**src/rtl/rooth_div_ctrl_pkg.sv**
```systemverilog
// Shared divider definitions: datapath width, op encodings, FSM states.
// Op helpers keep sign/remainder decoding in one place.
package rooth_div_ctrl_pkg;

  localparam int CPU_WIDTH = 32;

  typedef enum logic [1:0] {
    OP_DIV  = 2'b00,
    OP_DIVU = 2'b01,
    OP_REM  = 2'b10,
    OP_REMU = 2'b11
  } div_op_e;

  typedef enum logic [1:0] {
    IDLE = 2'b00,
    CALC = 2'b01,
    FIX  = 2'b10,
    DONE = 2'b11
  } div_state_e;

  function automatic logic op_signed(div_op_e op);
    return (op == OP_DIV) || (op == OP_REM);
  endfunction

  function automatic logic op_rem(div_op_e op);
    return (op == OP_REM) || (op == OP_REMU);
  endfunction

endpackage

```
**src/rtl/rooth_div_step.sv**
```systemverilog
// One restoring shift-subtract iteration: shifts in the next dividend
// bit, trial-subtracts the divisor and emits one quotient bit.
module rooth_div_step
  import rooth_div_ctrl_pkg::*;
(
  input  logic [CPU_WIDTH-1:0] rem_i,
  input  logic [CPU_WIDTH-1:0] quot_i,
  input  logic [CPU_WIDTH-1:0] divisor_i,
  output logic [CPU_WIDTH-1:0] rem_o,
  output logic [CPU_WIDTH-1:0] quot_o
);

  logic [CPU_WIDTH:0] shifted;
  logic [CPU_WIDTH:0] diff;

  always_comb begin
    shifted = {rem_i, quot_i[CPU_WIDTH-1]};
    diff    = shifted - {1'b0, divisor_i};
    rem_o   = diff[CPU_WIDTH] ? shifted[CPU_WIDTH-1:0]
                              : diff[CPU_WIDTH-1:0];
    quot_o  = {quot_i[CPU_WIDTH-2:0], ~diff[CPU_WIDTH]};
  end

endmodule

```
**src/rtl/rooth_div_ctrl.sv**
```systemverilog
// Multi-cycle divider controller: FSM, iteration counter, sign fix-up
// and divide-by-zero / overflow shortcut around rooth_div_step.
module rooth_div_ctrl
  import rooth_div_ctrl_pkg::*;
#(
  parameter int DIV_CYCLES = CPU_WIDTH
) (
  input  logic                 clk,
  input  logic                 rst_n,
  input  logic                 start_i,
  input  logic [1:0]           op_i,
  input  logic [CPU_WIDTH-1:0] dividend_i,
  input  logic [CPU_WIDTH-1:0] divisor_i,
  input  logic [4:0]           rd_addr_i,
  input  logic                 flush_i,
  output logic                 busy_o,
  output logic                 done_o,
  output logic [CPU_WIDTH-1:0] result_o,
  output logic [4:0]           rd_addr_o
);

  localparam int CW = $clog2(DIV_CYCLES + 1);

  div_state_e           state_q, state_d;
  div_op_e              op_e, op_q;
  logic [CW-1:0]        cnt_q;
  logic [CPU_WIDTH-1:0] quot_q, rem_q, dvsr_q, res_q;
  logic [4:0]           rd_q;
  logic                 quo_neg_q, rem_neg_q;

  logic                 accept, special, div_zero, ovf;
  logic                 dvd_neg, dvs_neg;
  logic [CPU_WIDTH-1:0] dvd_mag, dvs_mag;
  logic [CPU_WIDTH-1:0] spec_res, fix_res;
  logic [CPU_WIDTH-1:0] step_rem, step_quot;

  assign op_e     = div_op_e'(op_i);
  assign accept   = (state_q == IDLE) && start_i && !flush_i;
  assign div_zero = (divisor_i == '0);
  assign ovf      = op_signed(op_e)
                 && (dividend_i == {1'b1, {(CPU_WIDTH-1){1'b0}}})
                 && (divisor_i == '1);
  assign special  = div_zero || ovf;

  assign dvd_neg = op_signed(op_e) && dividend_i[CPU_WIDTH-1];
  assign dvs_neg = op_signed(op_e) && divisor_i[CPU_WIDTH-1];
  assign dvd_mag = dvd_neg ? -dividend_i : dividend_i;
  assign dvs_mag = dvs_neg ? -divisor_i : divisor_i;

  always_comb begin
    spec_res = '0;
    unique case (1'b1)
      (div_zero && !op_rem(op_e)):  spec_res = '1;
      (div_zero && op_rem(op_e)):   spec_res = dividend_i;
      (!div_zero && !op_rem(op_e)): spec_res = {1'b1, {(CPU_WIDTH-1){1'b0}}};
      default:                      spec_res = '0;
    endcase
  end

  always_comb begin
    if (op_rem(op_q))
      fix_res = rem_neg_q ? -rem_q : rem_q;
    else
      fix_res = quo_neg_q ? -quot_q : quot_q;
  end

  rooth_div_step u_step (
    .rem_i     (rem_q),
    .quot_i    (quot_q),
    .divisor_i (dvsr_q),
    .rem_o     (step_rem),
    .quot_o    (step_quot)
  );

  always_ff @(posedge clk or negedge rst_n) begin
    if (!rst_n) state_q <= IDLE;
    else        state_q <= state_d;
  end

  always_comb begin
    state_d = state_q;
    busy_o  = 1'b0;
    unique case (state_q)
      IDLE: begin
        busy_o = accept;
        if (accept) state_d = special ? DONE : CALC;
      end
      CALC: begin
        busy_o = 1'b1;
        if (cnt_q == CW'(DIV_CYCLES - 1)) state_d = FIX;
      end
      FIX: begin
        busy_o  = 1'b1;
        state_d = DONE;
      end
      DONE: state_d = IDLE;
      default: state_d = IDLE;
    endcase
    if (flush_i) state_d = IDLE;
  end

  assign done_o    = (state_q == DONE) && !flush_i;
  assign result_o  = res_q;
  assign rd_addr_o = rd_q;

  always_ff @(posedge clk or negedge rst_n) begin
    if (!rst_n) begin
      op_q      <= OP_DIV;
      rd_q      <= '0;
      cnt_q     <= '0;
      quot_q    <= '0;
      rem_q     <= '0;
      dvsr_q    <= '0;
      res_q     <= '0;
      quo_neg_q <= 1'b0;
      rem_neg_q <= 1'b0;
    end else if (accept) begin
      op_q      <= op_e;
      rd_q      <= rd_addr_i;
      cnt_q     <= '0;
      quot_q    <= dvd_mag;
      rem_q     <= '0;
      dvsr_q    <= dvs_mag;
      quo_neg_q <= dvd_neg ^ dvs_neg;
      rem_neg_q <= dvd_neg;
      if (special) res_q <= spec_res;
    end else if (state_q == CALC) begin
      quot_q <= step_quot;
      rem_q  <= step_rem;
      cnt_q  <= cnt_q + CW'(1);
    end else if (state_q == FIX && !flush_i) begin
      res_q <= fix_res;
    end
  end

endmodule

```
**config.mk**
```make
export PLATFORM = sky130hd
export DESIGN_NAME = rooth_div_ctrl
export DESIGN_NICKNAME = d
export VERILOG_FILES = /design/src/rtl/rooth_div_ctrl_pkg.sv /design/src/rtl/rooth_div_step.sv /design/src/rtl/rooth_div_ctrl.sv
export SDC_FILE = /design/constraint.sdc
export NUM_CORES = 1
export LEC_CHECK = 0
export BUFFER_PORTS_ARGS = -buffer_cell sky130_fd_sc_hd__buf_4
export CORE_ASPECT_RATIO = 0.8
export CORE_MARGIN = 2
export CORE_UTILIZATION = 47
export CTS_BUF_LIST = sky130_fd_sc_hd__clkbuf_4 sky130_fd_sc_hd__clkbuf_8
export DETAILED_ROUTE_END_ITERATION = 8
export PLACE_DENSITY = 0.66
export SLEW_MARGIN = 5
export SYNTH_ARGS = -nofsm -noshare
export SYNTH_HDL_FRONTEND = slang
export SYNTH_SLANG_ARGS = --single-unit
```
**constraint.sdc**
```tcl
create_clock -name clk -period 4.1 [get_ports clk]
set_clock_uncertainty 0.15 [all_clocks]
set_input_delay 0.41 -clock clk [delete_from_list [all_inputs] [get_ports clk]]
set_output_delay 0.41 -clock clk [all_outputs]
set_load 0.01 [all_outputs]
```
* Word level (Yosys, flattened, before mapping)
Index checks and enable logic that the tools add are counted.
** Storage, ports and cells
- Register bits :: 145
- Input bits :: 75
- Logic and storage cells :: 81
- Output and inout port bits :: 39
** Cells by class
- $add $sub $neg :: 6
- Bitwise gates (word level) :: 2
- Equal/unequal tests :: 14
- Mux-type cells :: 23
- Reductions and logical operators :: 26
** Operators with widths (count)
- $mux 32 :: 14
- $neg 32->32 :: 4
- $pmux 32 s3 :: 1
- $eq 32x32->1 const B :: 2
- $sub 33x32->33 :: 1
- $logic_not 32->1 :: 1
- $eq 2x2->1 const B :: 6
- $mux 6 :: 2
- $logic_and 1x1->1 :: 11
- $mux 2 :: 4
- $pmux 2 s4 :: 1
- $add 6x1->6 const B :: 1
- $eq 6x5->1 const B :: 1
- $ne 3x3->1 const B :: 2
- $logic_not 2->1 :: 2
- $logic_or 1x1->1 :: 4
- $reduce_bool 2->1 :: 2
- $logic_not 1->1 :: 3
- $reduce_and 3->1 :: 1
- $eq 2x1->1 const B :: 1
- $ne 2x1->1 const B :: 1
- $ne 2x2->1 const B :: 1
- $pmux 1 s2 :: 1
- $reduce_and 2->1 :: 1
- other kinds (3) :: 3

* Longest topological paths before layout
- Depth after elaboration :: 9
- Depth in mapped cells :: 13
- Mapped depth without buffers :: 12

* By module
From an unflattened synthesis, not the netlist that was laid out.
** Second synthesis, totals
- Cell total of the unflattened synthesis :: 1394
- Area, all modules :: 11999.0 um2
** By module, submodules not included
- rooth_div_ctrl :: cells an instance 1058, times used 1, seq. area each 3603.5 um2, area an instance 9407.8 um2
- rooth_div_step :: cells an instance 336, times used 1, seq. area each 0.0 um2, area an instance 2591.2 um2

* Worst setup path before layout
OpenSTA, ideal clock, no wires.
- Path kind :: register to register
- From :: register rem_q[5]
- To :: register rem_q[31]
- Path buffers :: 0
- Period minus slack after synthesis :: 3.098 ns
- Library setup time :: 0.082 ns
- Required time :: 3.868 ns
- Setup slack :: 1.002 ns
- Arrival time :: 2.866 ns
- Stages on the path, launching flop included :: 10
- Cell sequence :: dfrtp_1 -> ha_1 -> a2111oi_0 -> a21oi_1 -> a2111oi_0 -> a21oi_1 -> a221oi_1 -> nand4b_1 -> a31o_2 -> a31oi_1
** On the way
- Word-level cells in the longest chain between the ends :: 4
** RTL lines
- start, declared :: RTL line rooth_div_ctrl.sv:27 : logic [CPU_WIDTH-1:0] quot_q, rem_q, dvsr_q, res_q;
- start signal, assigned :: RTL line rooth_div_ctrl.sv:129 : rem_q <= step_rem;
- $sub 33x32->33 :: RTL line rooth_div_step.sv:18 : diff = shifted - {1'b0, divisor_i};
- $mux 32 :: RTL line rooth_div_step.sv:19 : rem_o = diff[CPU_WIDTH] ? shifted[CPU_WIDTH-1:0]
- $mux 32 :: RTL line rooth_div_ctrl.sv:127 : end else if (state_q == CALC) begin
- $mux 32 :: RTL line rooth_div_ctrl.sv:117 : end else if (accept) begin
Every way passes these cells. The select of a mux whose other input is x is not followed.
A chain may end at the register's enable or synchronous reset.

* Worst setup path in the final report
- From :: register quot_q[31]
- To :: register rem_q[3]
** On the way
- Word-level cells in the longest chain between the ends :: 4
** RTL lines
- start, declared :: RTL line rooth_div_ctrl.sv:27
- start signal, assigned :: RTL line rooth_div_ctrl.sv:121 : quot_q <= dvd_mag;
- start signal, assigned :: RTL line rooth_div_ctrl.sv:128 : quot_q <= step_quot;
- $sub 33x32->33 :: RTL line rooth_div_step.sv:18
- $mux 32 :: RTL line rooth_div_step.sv:19
- $mux 32 :: RTL line rooth_div_ctrl.sv:127
- $mux 32 :: RTL line rooth_div_ctrl.sv:117
Every way passes these cells. The select of a mux whose other input is x is not followed.

==> metrics.md <==
| Metric | Value |
|---|---|
| Status | completed |
| CTS tree | built |
| Avg Synthesized Cell Area | 8.210 sq um |
| Clk_lat worst skew | 470 ps |
| Worst-Margin Slew | 1129 ps |
| Area leader, netlist | dfrtp_1 |
| Register area | 0.003603 sq mm |
| Hold crit path type | in -> reg |
| Crit path required time | 4280 ps |
| CP Class | reg -> reg |
| Synth Cell Area | 0.01129 sq mm |
| Post-synth EDFFs | 0 |
| Layout cells sized above 1 | 13.41% |
| Ys flop type | dfrtp_1 |
| Vias per cell | 5.771 |
| Largest cells by area after synthesis | dfrtp_1 32%, o21ai_0 8.5%, xnor2_1 6.4%, nand2_1 6.2%, mux2i_1 5.4% |
| Gr usage total | 26.04% |
| CP Launch Type | flip-flop |
| Slack of the critical path | 418.2 ps |
| Most common cell after layout, fill and taps aside | o21ai_0 |
| CP Capture Type | flip-flop |
| Mapped Cells | 1375 |
| # clock sinks | 144 |
| Worst IR Drop VDD | 647.4 uV |
| Initial antenna violation count | 0 |
| GPL Wtd Cong | 0.9509 |
| Static Leak | 0.005547 uW |
| Detailed-route via count | 10320 |
| Most frequent cells in the layout | 192 x o21ai_0, 187 x nand2_1, 144 x dfrtp_1 |
| PostCTS Resize Cnt | 0 |
| Final setup vio count | 0 |
| Site row count | 50 |
| Placed inst area | 0.01248 sq mm |
| Num ports | 114 |
| Largest fanout on the critical path | 27 |
| Max_slew headroom | 24.42% |
| Worst slack, placed | 420.3 ps |
| Die X | 177.3 microns |
| Max Slew Vio Count | 0 |
| Area added between synthesis and finish | 15.05% |
| Share of the synthesized area in the top cell type | 31.92% |
| Cell Pwr Density | 886.4 mW/mm^2 |
| Final Hold Fails | 0 |
| CTS max path bufs | 2 |
| Fraction of registers with async set/reset | 100.0% |
| I/O Buffers | 113 |
| CTS root buffer | clkbuf_8 |
| DP HPWL | 23350 microns |
| Num CTS Buffers | 17 |
| Routed Antenna Nets | 0 |
| First-pass GRT wire length | 52070 microns |
| Clk slew on worst S/H paths | 80 ps |
| Fraction of the yosys area taken by sequential cells | 31.92% |
| Design area | 0.01299 sq mm |
| Count of state elements after synthesis | 144 |
| Final Critical Period | 3682 ps |
| DR iter-0 viols | 1010 |
| Yosys Warn Count | 0 |
| Total core area | 0.02352 sq mm |
| H-tree levels | 4 |
| Maximum clock rate | 0.2716 GHz |
| Final WL | 31790 microns |
| Final cycle utilization of the critical path | 89.80% |
| Largest net degree at the start of global routing | 101 |
| Crit path DAT | 3860 ps |
| DRC viols | 0 |
| Gr ovfl total | 0 |
| Area taken by multi-input logic gates | 0.007214 sq mm |
| Pre-antenna DRT Iters | 6 |
| DR WL/cell | 17.78 microns |
| Synth cell types | 76 |
| Setup Total Neg Slack | 0 ps |
| Vert. Die Dim | 142.6 microns |
| Unrepaired setup endpoints after global routing | no |
| Die area | 0.02528 sq mm |
| Vias in the first global route | 9835 |
| Number of inserted diodes | 0 |
| Max-cap check violation count | 0 |
| Fillers | 2237 |
| Net Count, Synth | 1495 |
| Post-layout nets | 1583 |
| Starting Density | 47.99% |
## worst paths after layout
path	from	end	slack, ps	cells after the start
worst max register to register	quot_q[31]	rem_q[3]	420	13
worst min register to register	result_o[6]	result_o[6]	330	1
min in group asynchronous	rst_n	dvsr_q[8]	440	2
max in group asynchronous	rst_n	dvsr_q[18]	2340	3
worst min-delay path	op_i[0]	quo_neg_q	60	2
worst max-delay path	quot_q[31]	rem_q[3]	420	13
## state kept, by name, summed over array words and instances (netlist names)
name,cells
dvsr_q,32
quot_q,32
rem_q,32
result_o,32
cnt_q,6
rd_addr_o,5
state_q,2
op_q,1
quo_neg_q,1
rem_neg_q,1
## stage by stage
step	cells	total power (uW)	utilization, %	hold slack (ps)
after global routing	1788	12540	55.21	60.45
after detailed placement	1749	10160	53.05	316.8
after global placement	1749	10040	53.05	312.0
after floorplan	1375	8118	-	-35.59
final	1788	11510	55.21	60.28
after CTS	1788	11490	55.21	37.42
## cells in the mapped netlist, types with 15 or more instances
library cell,n
inv_1,55
o211ai_1,20
nand2_1,187
mux2i_1,61
o21ai_0,192
clkbuf_1,59
dfrtp_1,144
ha_1,44
o31ai_1,30
or3_1,20
nor3_1,19
xnor2_1,83
nor2_1,58
a21o_1,24
a31oi_1,15
xor2_1,67
nand4_1,22
a21oi_1,88
## layer usage
metal | wire length [microns] | part of all wire [%] | vias up | global-route usage (%)
li1 | - | - | 5117 | -
met1 | 15410 | 48 | 4899 | 37.51
met2 | 14310 | 45 | 259 | 40.59
met3 | 1362 | 4.3 | 43 | 3.514
met4 | 707 | 2.2 | 0 | 8.283
met5 | 0 | 0 | - | 0
## power by group
part / internal [uW] / switching [uW]
clock network: 704 / 580
logic: 3230 / 4060
registers: 2080 / 855
## critical path, cell delays in order, from the launching register on
cell	delay (ps)
dfrtp_1	400
inv_1	100
ha_1	240
fa_1	410
nor2b_1	110
o21ai_0	110
o211ai_1	410
a211oi_1	220
o21ba_2	280
o21ai_2	240
xor2_4	270
buf_12	250
mux2i_1	240
a21oi_1	90
## cells by family after synthesis
kind of cell / synth area share [%]
buffers and inverters: 4.533
flip-flops: 31.92
adder cells (fa/ha/maj): 5.054
multiplexers: 5.509
AND/OR/NAND/NOR: 17.11
AO/OA/AOI/OAI: 24.23
XOR/XNOR: 11.64
## what timing repair did
action | in CTS | in global routing
hold buffers | 7 | 0
buffers inserted | 0 | 0
hold endpoints to repair | 105 | 0
## area by class of cell
type / count / share of cell area, %
multi-input combinational: 1100 / 55.55
sequential: 144 / 27.75
timing repair buffer: 145 / 8.738
tap: 312 / 3.006
clock buffer: 21 / 2.129
inverter: 55 / 1.590
clock inverter: 11 / 1.243
No activity file was read; power rests on OpenSTA's default activity.
